===== src/rtl/jk_reg_bank.sv =====
// jk_reg_bank: a WIDTH-bit bank of JK flip-flops on one clock. The bank can run as
// independent JK cells, as an up or down counter built from a JK toggle chain, or as
// a left shifter. tc is combinational. q, qnot and wrap are registered.
module jk_reg_bank #(
    parameter int                 WIDTH     = 4,
    parameter logic [WIDTH-1:0]   RESET_VAL = {WIDTH{1'b0}}
) (
    input  logic             clk,
    input  logic             sync_reset_n,
    input  logic             en,
    input  logic [1:0]       mode,
    input  logic [WIDTH-1:0] j,
    input  logic [WIDTH-1:0] k,
    input  logic             ser_in,
    output logic [WIDTH-1:0] q,
    output logic [WIDTH-1:0] qnot,
    output logic             tc,
    output logic             wrap
);

    localparam logic [1:0] MODE_JK    = 2'b00;
    localparam logic [1:0] MODE_UP    = 2'b01;
    localparam logic [1:0] MODE_DOWN  = 2'b10;
    localparam logic [1:0] MODE_SHIFT = 2'b11;

    logic [WIDTH-1:0] r_q;
    logic [WIDTH-1:0] r_qnot;
    logic             r_wrap;
    logic [WIDTH-1:0] w_q_next;
    logic [WIDTH-1:0] w_up_t;
    logic [WIDTH-1:0] w_dn_t;
    logic             w_tc;

    // Characteristic equation of one JK cell: Q+ = J&~Q | ~K&Q.
    function automatic logic jk_next(input logic j_b, input logic k_b, input logic q_b);
        return (j_b & ~q_b) | (~k_b & q_b);
    endfunction

    // Toggle enables for the counter chain. Each one is computed from a mask of the
    // lower bits. This avoids a rippling self-referencing vector. Bit 0 always toggles.
    for (genvar gi = 0; gi < WIDTH; gi++) begin : g_toggle
        localparam logic [WIDTH-1:0] LOW_MASK = (WIDTH'(1) << gi) - WIDTH'(1);
        assign w_up_t[gi] = &(r_q | ~LOW_MASK);
        assign w_dn_t[gi] = ~|(r_q & LOW_MASK);
    end

    // Terminal count: up mode at all-ones, or down mode at zero.
    always_comb begin
        w_tc = 1'b0;
        if (mode == MODE_UP) begin
            w_tc = &r_q;
        end else if (mode == MODE_DOWN) begin
            w_tc = (r_q == {WIDTH{1'b0}});
        end else begin
            w_tc = 1'b0;
        end
    end

    // Next-state selection for the bank. Counting drives J=K from the toggle chain.
    always_comb begin
        w_q_next = r_q;
        if (!en) begin
            w_q_next = r_q;
        end else begin
            case (mode)
                MODE_JK: begin
                    for (int i = 0; i < WIDTH; i++) begin
                        w_q_next[i] = jk_next(j[i], k[i], r_q[i]);
                    end
                end
                MODE_UP: begin
                    for (int i = 0; i < WIDTH; i++) begin
                        w_q_next[i] = jk_next(w_up_t[i], w_up_t[i], r_q[i]);
                    end
                end
                MODE_DOWN: begin
                    for (int i = 0; i < WIDTH; i++) begin
                        w_q_next[i] = jk_next(w_dn_t[i], w_dn_t[i], r_q[i]);
                    end
                end
                MODE_SHIFT: begin
                    w_q_next = {r_q[WIDTH-2:0], ser_in};
                end
                default: begin
                    w_q_next = r_q;
                end
            endcase
        end
    end

    // State register. Reset has priority over everything. qnot is stored as the
    // complement of the same next value, so q and qnot always agree.
    always_ff @(posedge clk) begin
        if (!sync_reset_n) begin
            r_q    <= RESET_VAL;
            r_qnot <= ~RESET_VAL;
            r_wrap <= 1'b0;
        end else begin
            r_q    <= w_q_next;
            r_qnot <= ~w_q_next;
            r_wrap <= en & w_tc;
        end
    end

    assign q    = r_q;
    assign qnot = r_qnot;
    assign tc   = w_tc;
    assign wrap = r_wrap;

endmodule


===== config.mk =====
export PLATFORM = sky130hd
export DESIGN_NAME = jk_reg_bank
export DESIGN_NICKNAME = d
export VERILOG_FILES = /design/src/rtl/jk_reg_bank.sv
export SDC_FILE = /design/constraint.sdc
export NUM_CORES = 1
export LEC_CHECK = 0
export CORE_UTILIZATION = 40
export CTS_CLUSTER_DIAMETER = 80
export DETAILED_ROUTE_END_ITERATION = 7
export HOLD_SLACK_MARGIN = 0.06
export PLACE_DENSITY = 0.76
export SYNTH_ARGS = -nofsm -noshare
export SYNTH_HDL_FRONTEND = slang
export SYNTH_SLANG_ARGS = --single-unit

===== constraint.sdc =====
create_clock -name clk -period 3.9 [get_ports clk]
set_input_delay 0.78 -clock clk [delete_from_list [all_inputs] [get_ports clk]]
set_output_delay 0.78 -clock clk [all_outputs]
set_load 0.01 [all_outputs]

==> metrics.yaml, run 1 <==
outcome:
  status: "complete, no violations"
place:
  gp_congestion: 0.830
  post-place-ws_ns: 0.705
  place_area_um2: 797
  portBuffers: 23
  post-dp-hpwl_um: 961
setup_path:
  worstPathRequired_ns: 3.12
  cp_cell_sequence: "clkdlybuf4s50_1 > nand4_1 > o31ai_2 > clkdlybuf4s50_1"
  slowest_delay_ns: 0.76
  cp_common_cell: "clkdlybuf4s50_1"
  crit_arrival_ns: 2.41
  worst_path_max_delay_cell: "clkdlybuf4s50_1"
  crit_path_end_kind: "output port"
  path_class: "primary input to output port"
  timing.critical_path.from_type: "primary input"
  crit_fanout: 14
clock_network:
  clockBufferDepth: 2
  clk_pin_slew_ns: 0.06
  hold_buffers: 0
  htreeDepth: 1
  root_buffer: "clkbuf_4"
  worstSkewPairLatency_ns: 0.26
  cts_resized: 0
  cts_setup_buffers: 0
  numCtsBuffers: 3
  cts_num_sinks: 9
  cts_tree: "built"
route:
  first_pass_iters: 5
  post-route-drc-count: 0
  wl_per_cell_um: 11.9
  vias: 577
  drtIter0Drc: 3
  totalWireLength_mm: 1.24
  viasPerCell: 5.55
  ant_nets: 0
global_route:
  grt_pass1_vias: 507
  antenna_found_initial: 0
  grt_pass1_wl_mm: 1.97
  gr-total-overflow: 0
  track_usage_pct: 19.4
  grt_max_degree: 15
yosys:
  netlist_top_cells_area: "dfxtp_1 31%, ha_1 8.7%, mux2i_1 5.2%, nand2_1 4.6%, and3_1 4.3%"
  synthTopCellsByCount: "9 x dfxtp_1, 7 x nand2_1, 5 x inv_1"
  synth_edf_count: 0
  syn-num-nets: 84
  avgSynthCellArea_um2: 8.72
  post-synth-top-area-fraction_pct: 31.3
  yosysMostFrequentCell: "dfxtp_1"
  synth_area_um2: 576
  synth-seq-area-share_pct: 31.3
  yosysUniqueCellTypes: 31
  synth_top_area_cell: "dfxtp_1"
  synth_cells: 66
  synth_seq_cells: 9
  yosys_warnings: 0
  async_flop_share_pct: 0
  synth-main-ff-cell: "dfxtp_1"
timing:
  clock.fmax_mhz: 313
  period_share_pct: 81.9
  timing.slew.headroom_pct: 68.4
  rsz0062_at_grt: "false"
  setup_ws_ns: 0.705
  worst_slew_pin_slew_ns: 0.473
  setup_violations: 0
  whs_ns: 0.616
  slew_violations: 0
  period_needed_ns: 3.19
  hold_violations: 0
  clock_skew_ns: 0.00475
  fin_setup_tns_ns: 0
die:
  die_x_um: 39.9
  core.rowCount: 13
  fp.coreArea_um2: 1320
  io_pins: 24
  initial_utilization_pct: 43.7
  die_y_um: 39.9
  die_area_um2: 1590
power_and_ir_drop:
  p_int_uw: 180
  powerDensity_nw_per_um2: 306
  clkPwrFrac_pct: 29.0
  swShare_pct: 28.5
  seqPwrFrac_pct: 42.2
  ir_drop_v: 0.000197
  switchingPower_uw: 71.9
  power_leakage_uw: 0.000347
  combPwrFrac_pct: 28.8
layout:
  finalInstanceArea_um2: 823
  diodes: 0
  multi_input_area_um2: 342
  final_nets: 108
  regArea_um2: 180
  area.growth.synth_to_final_pct: 43.0
  drive_gt1_share_pct: 7.87
  nFillCells: 134
job:
  drv_cap: 0
min_path:
  hp-class: "flop to flop"
## placed cells by master, fill, tap and decap left out, drive strengths merged, types with 2 or more instances in the layout
cell type,count
ha,4
nor2,2
o31ai,4
inv,5
nand2,7
clkdlybuf4s50,23
and3,4
dfxtp,9
a31oi,2
mux2i,3
nand3,4
o21ai,2
clkbuf,4
## power by group through the flow
stage,combinational [uW],clock (uW),sequential (uW)
floorplan,37.2,0,110
global placement,71.3,0,109
detailed placement,73.1,0,109
CTS,73.4,75.2,107
global route,80.6,81.3,108
finish,72.7,73.0,106
## cell type report
| type | count | share of cell area (%) |
|---|---|---|
| inverters | 5 | 2.28 |
| flip-flops and latches | 9 | 21.9 |
| repair buffers | 24 | 28.9 |
| multi-input cells | 47 | 41.5 |
| clock buffers | 4 | 3.19 |
| well taps | 15 | 2.28 |
## per-layer routing
metal	vias up	global-route usage (%)	part of all wire, %
met1	262	19.6	41
li1	294	-	-
met4	0	10.3	0.97
met2	19	33.5	50
met3	2	8.33	7.7
met5	-	0	0
## worst paths after layout
check	startpoint	endpoint	slack (ns)	cells past startpoint
max	mode[1]	tc	0.71	4
min	q[0]$_SDFF_PN0_	q[1]$_SDFF_PN0_	0.62	2
max reg2reg	q[0]$_SDFF_PN0_	qnot[3]$_SDFF_PN1_	2.13	7
min reg2reg	q[0]$_SDFF_PN0_	q[1]$_SDFF_PN0_	0.62	2
## stage by stage
stage / cells / utilization, % / power [uW]
after global routing: 104 / 62.5 / 270
after detailed placement: 100 / 60.5 / 182
after global placement: 100 / 60.5 / 180
after floorplan: 66 / - / 147
final: 104 / 62.5 / 252
after CTS: 104 / 62.5 / 255
## kinds of logic after synthesis
logic type                 synth area share, %
muxes                                     5.22
AOI/OAI and AO/OA                         27.0
DFF                                       31.3
adders and majority gates                 8.70
and+or+nand+nor                           18.5
buffers and inverters                     9.35
## critical path: cells and delay by family
family / cells / cell delay (ns)
buf+inv: 2 / 1.34
compound gates: 1 / 0.11
simple gates: 1 / 0.18
(Power assumes the default switching activity.)
==> run 2, diff against run 1 <==
- clock period: 3.9 -> 2.95 ns (I/O delays scaled with it)
==> run 2 against run 1 <==
  * Combinational power grew 33%
  * Critical path depth is the same
  * Wire length is 1.6% lower
  * Clock power grew 31%
  * Clock skew is 0.0017 ns lower
  * Non-clock buffer count grew 1
==> metrics.yaml, run 2 (same netlist as run 1, synthesis figures left out) <==
clock_network:
  clk_pin_slew_ns: 0.06  # about the same
  cts_resized: 0  # unchanged
  root_buffer: "clkbuf_4"
  cts_tree: "built"
  worstSkewPairLatency_ns: 0.26  # about the same
  cts_num_sinks: 9  # unchanged
  numCtsBuffers: 3  # unchanged
  htreeDepth: 1  # unchanged
  clockBufferDepth: 2  # unchanged
  hold_buffers: 0  # unchanged
  cts_setup_buffers: 0  # unchanged
route:
  drtIter0Drc: 7  # +4
  ant_nets: 0  # unchanged
  post-route-drc-count: 0  # unchanged
  first_pass_iters: 2  # -3
  vias: 575  # -0.35%
  viasPerCell: 5.48  # -1.3%
  totalWireLength_mm: 1.22  # -1.6%
  wl_per_cell_um: 11.6  # -2.5%
timing:
  setup_violations: 0  # unchanged
  whs_ns: 0.620  # +0.00354 ns
  slew_violations: 0  # unchanged
  hold_violations: 0  # unchanged
  period_share_pct: 87.3
  fin_setup_tns_ns: 0  # unchanged
  clock.fmax_mhz: 388
  period_needed_ns: 2.58
  timing.slew.headroom_pct: 74.5  # +6.1 points
  rsz0062_at_grt: "false"
  worst_slew_pin_slew_ns: 0.377  # -0.0960 ns
  clock_skew_ns: 0.00302  # -0.00172 ns
layout:
  finalInstanceArea_um2: 831  # +0.91%
  area.growth.synth_to_final_pct: 44.3
  finalNonFillerCells: 105  # +0.96%
  final_common_cell: "clkdlybuf4s50_1"
  nFillCells: 117  # -13%
  drive_gt1_share_pct: 8.89  # +1.0 points
  layout_common_cells: "23 x clkdlybuf4s50_1, 9 x dfxtp_1, 7 x nand2_1, 5 x inv_1"
  diodes: 0  # unchanged
  final_nets: 109  # +0.93%
setup_path:
  r2r-start: "q[0]$_SDFF_PN0_"
  crit_path_end_kind: "output port"
  worst_path_max_delay_cell: "clkdlybuf4s50_1"
  worstRegToRegCells: 7  # unchanged
  slowest_delay_ns: 0.57  # -0.19 ns
  crit_family: "buffers and inverters"
  crit_arrival_ns: 1.99  # -0.42 ns
  startpoint: "mode[0]"
  worstPathRequired_ns: 2.36  # -0.76 ns
  r2r_slack_ns: 1.18  # -0.95 ns
  cp_common_cell: "clkdlybuf4s50_1"
  cp.depth: 4  # unchanged
  path_class: "primary input to output port"
  cp_cell_sequence: "clkdlybuf4s50_1 > nand2_1 > o31ai_2 > clkdlybuf4s50_1"
  timing.critical_path.from_type: "primary input"
  r2r_end: "qnot[3]$_SDFF_PN1_"
  cp_num_buf_inv: 2  # unchanged
  crit_end: "tc"
  crit_fanout: 4  # -10
die:
  core.rowCount: 13  # unchanged
  die_x_um: 39.9  # unchanged
  fp.coreArea_um2: 1320  # unchanged
  die_area_um2: 1590  # unchanged
  die_y_um: 39.9  # unchanged
  io_pins: 24  # unchanged
  initial_utilization_pct: 43.7  # unchanged
global_route:
  gr-total-overflow: 0  # unchanged
  grt_pass1_vias: 504  # -0.59%
  antenna_found_initial: 0  # unchanged
  grt_pass1_wl_mm: 1.97  # unchanged
  track_usage_pct: 18.9  # -0.53 points
  grt_max_degree: 14  # -1
power_and_ir_drop:
  clkPwrFrac_pct: 28.7  # -0.3 points
  seqPwrFrac_pct: 42.4  # +0.2 points
  powerDensity_nw_per_um2: 401  # +31%
  p_int_uw: 239  # +33%
  power_leakage_uw: 0.000352  # +1.4%
  combPwrFrac_pct: 28.9  # about the same
  switchingPower_uw: 94.3  # +31%
  swShare_pct: 28.3  # -0.20 points
  ir_drop_v: 0.000294  # +50%
place:
  portBuffers: 23  # unchanged
  gp_congestion: 0.724  # -13%
  post-dp-hpwl_um: 955  # -0.59%
  place_area_um2: 805  # +0.94%
  place_inst: 101  # +1.0%
min_path:
  hp-class: "flop to flop"
job:
  drv_cap: 0  # unchanged
outcome:
  status: "complete, no violations"
[run 2: cell types whose count changed in the layout (fill, tap and decap cells not counted)]
cell   previous run  this run
buf_4             1         2
[run 2: worst min path at each step]
stage / startpoint / slack, ns / to / cells after the start
after floorplan: q[0]$_SDFF_PN0_ / 0.60 / q[1]$_SDFF_PN0_ / 2
after global placement: flop / 0.60 / qnot[3]$_SDFF_PN1_ / 1
after detailed placement: flop / 0.61 / qnot[3]$_SDFF_PN1_ / 1
after CTS: flop / 0.63 / qnot[3]$_SDFF_PN1_ / 1
after global routing: flop / 0.68 / qnot[3]$_SDFF_PN1_ / 1
final: flop / 0.62 / qnot[3]$_SDFF_PN1_ / 1
[run 2: power by group through the flow]
stage,clock network (uW),logic [uW],registers [uW]
finish,95.7,96.4,141
global route,105,107,143
CTS,97.1,97.3,142
detailed placement,0,96.9,144
global placement,0,96.0,144
floorplan,0,49.2,146
[run 2: area by class of cell]
cell class                      instances  area, um2  area share, %
Tap cell                               15       18.8           2.26
Clock buffer                            4       26.3           3.16
Inverter                                5       18.8           2.26
Sequential cell                         9        180           21.7
Multi-Input combinational cell         47        342           41.1
Timing Repair Buffer                   25        245           29.5
[run 2: layer usage]
layer  part of all wire (%)  global-route usage [%]  vias up
met5                      0                       0        -
met4                      0                    5.17        0
met3                    6.5                    6.67        0
met2                     52                    35.9       19
met1                     42                    19.0      261
li1                       -                       -      295
[run 2: stage by stage]
step | util (%) | setup WS, ns | power, uW
global route | 63.1 | 0.276 | 354
finish | 63.1 | 0.374 | 333
detailed placement | 61.1 | 0.359 | 241
global placement | 61.1 | 0.360 | 240
CTS | 63.1 | 0.367 | 336
floorplan | - | 1.19 | 195
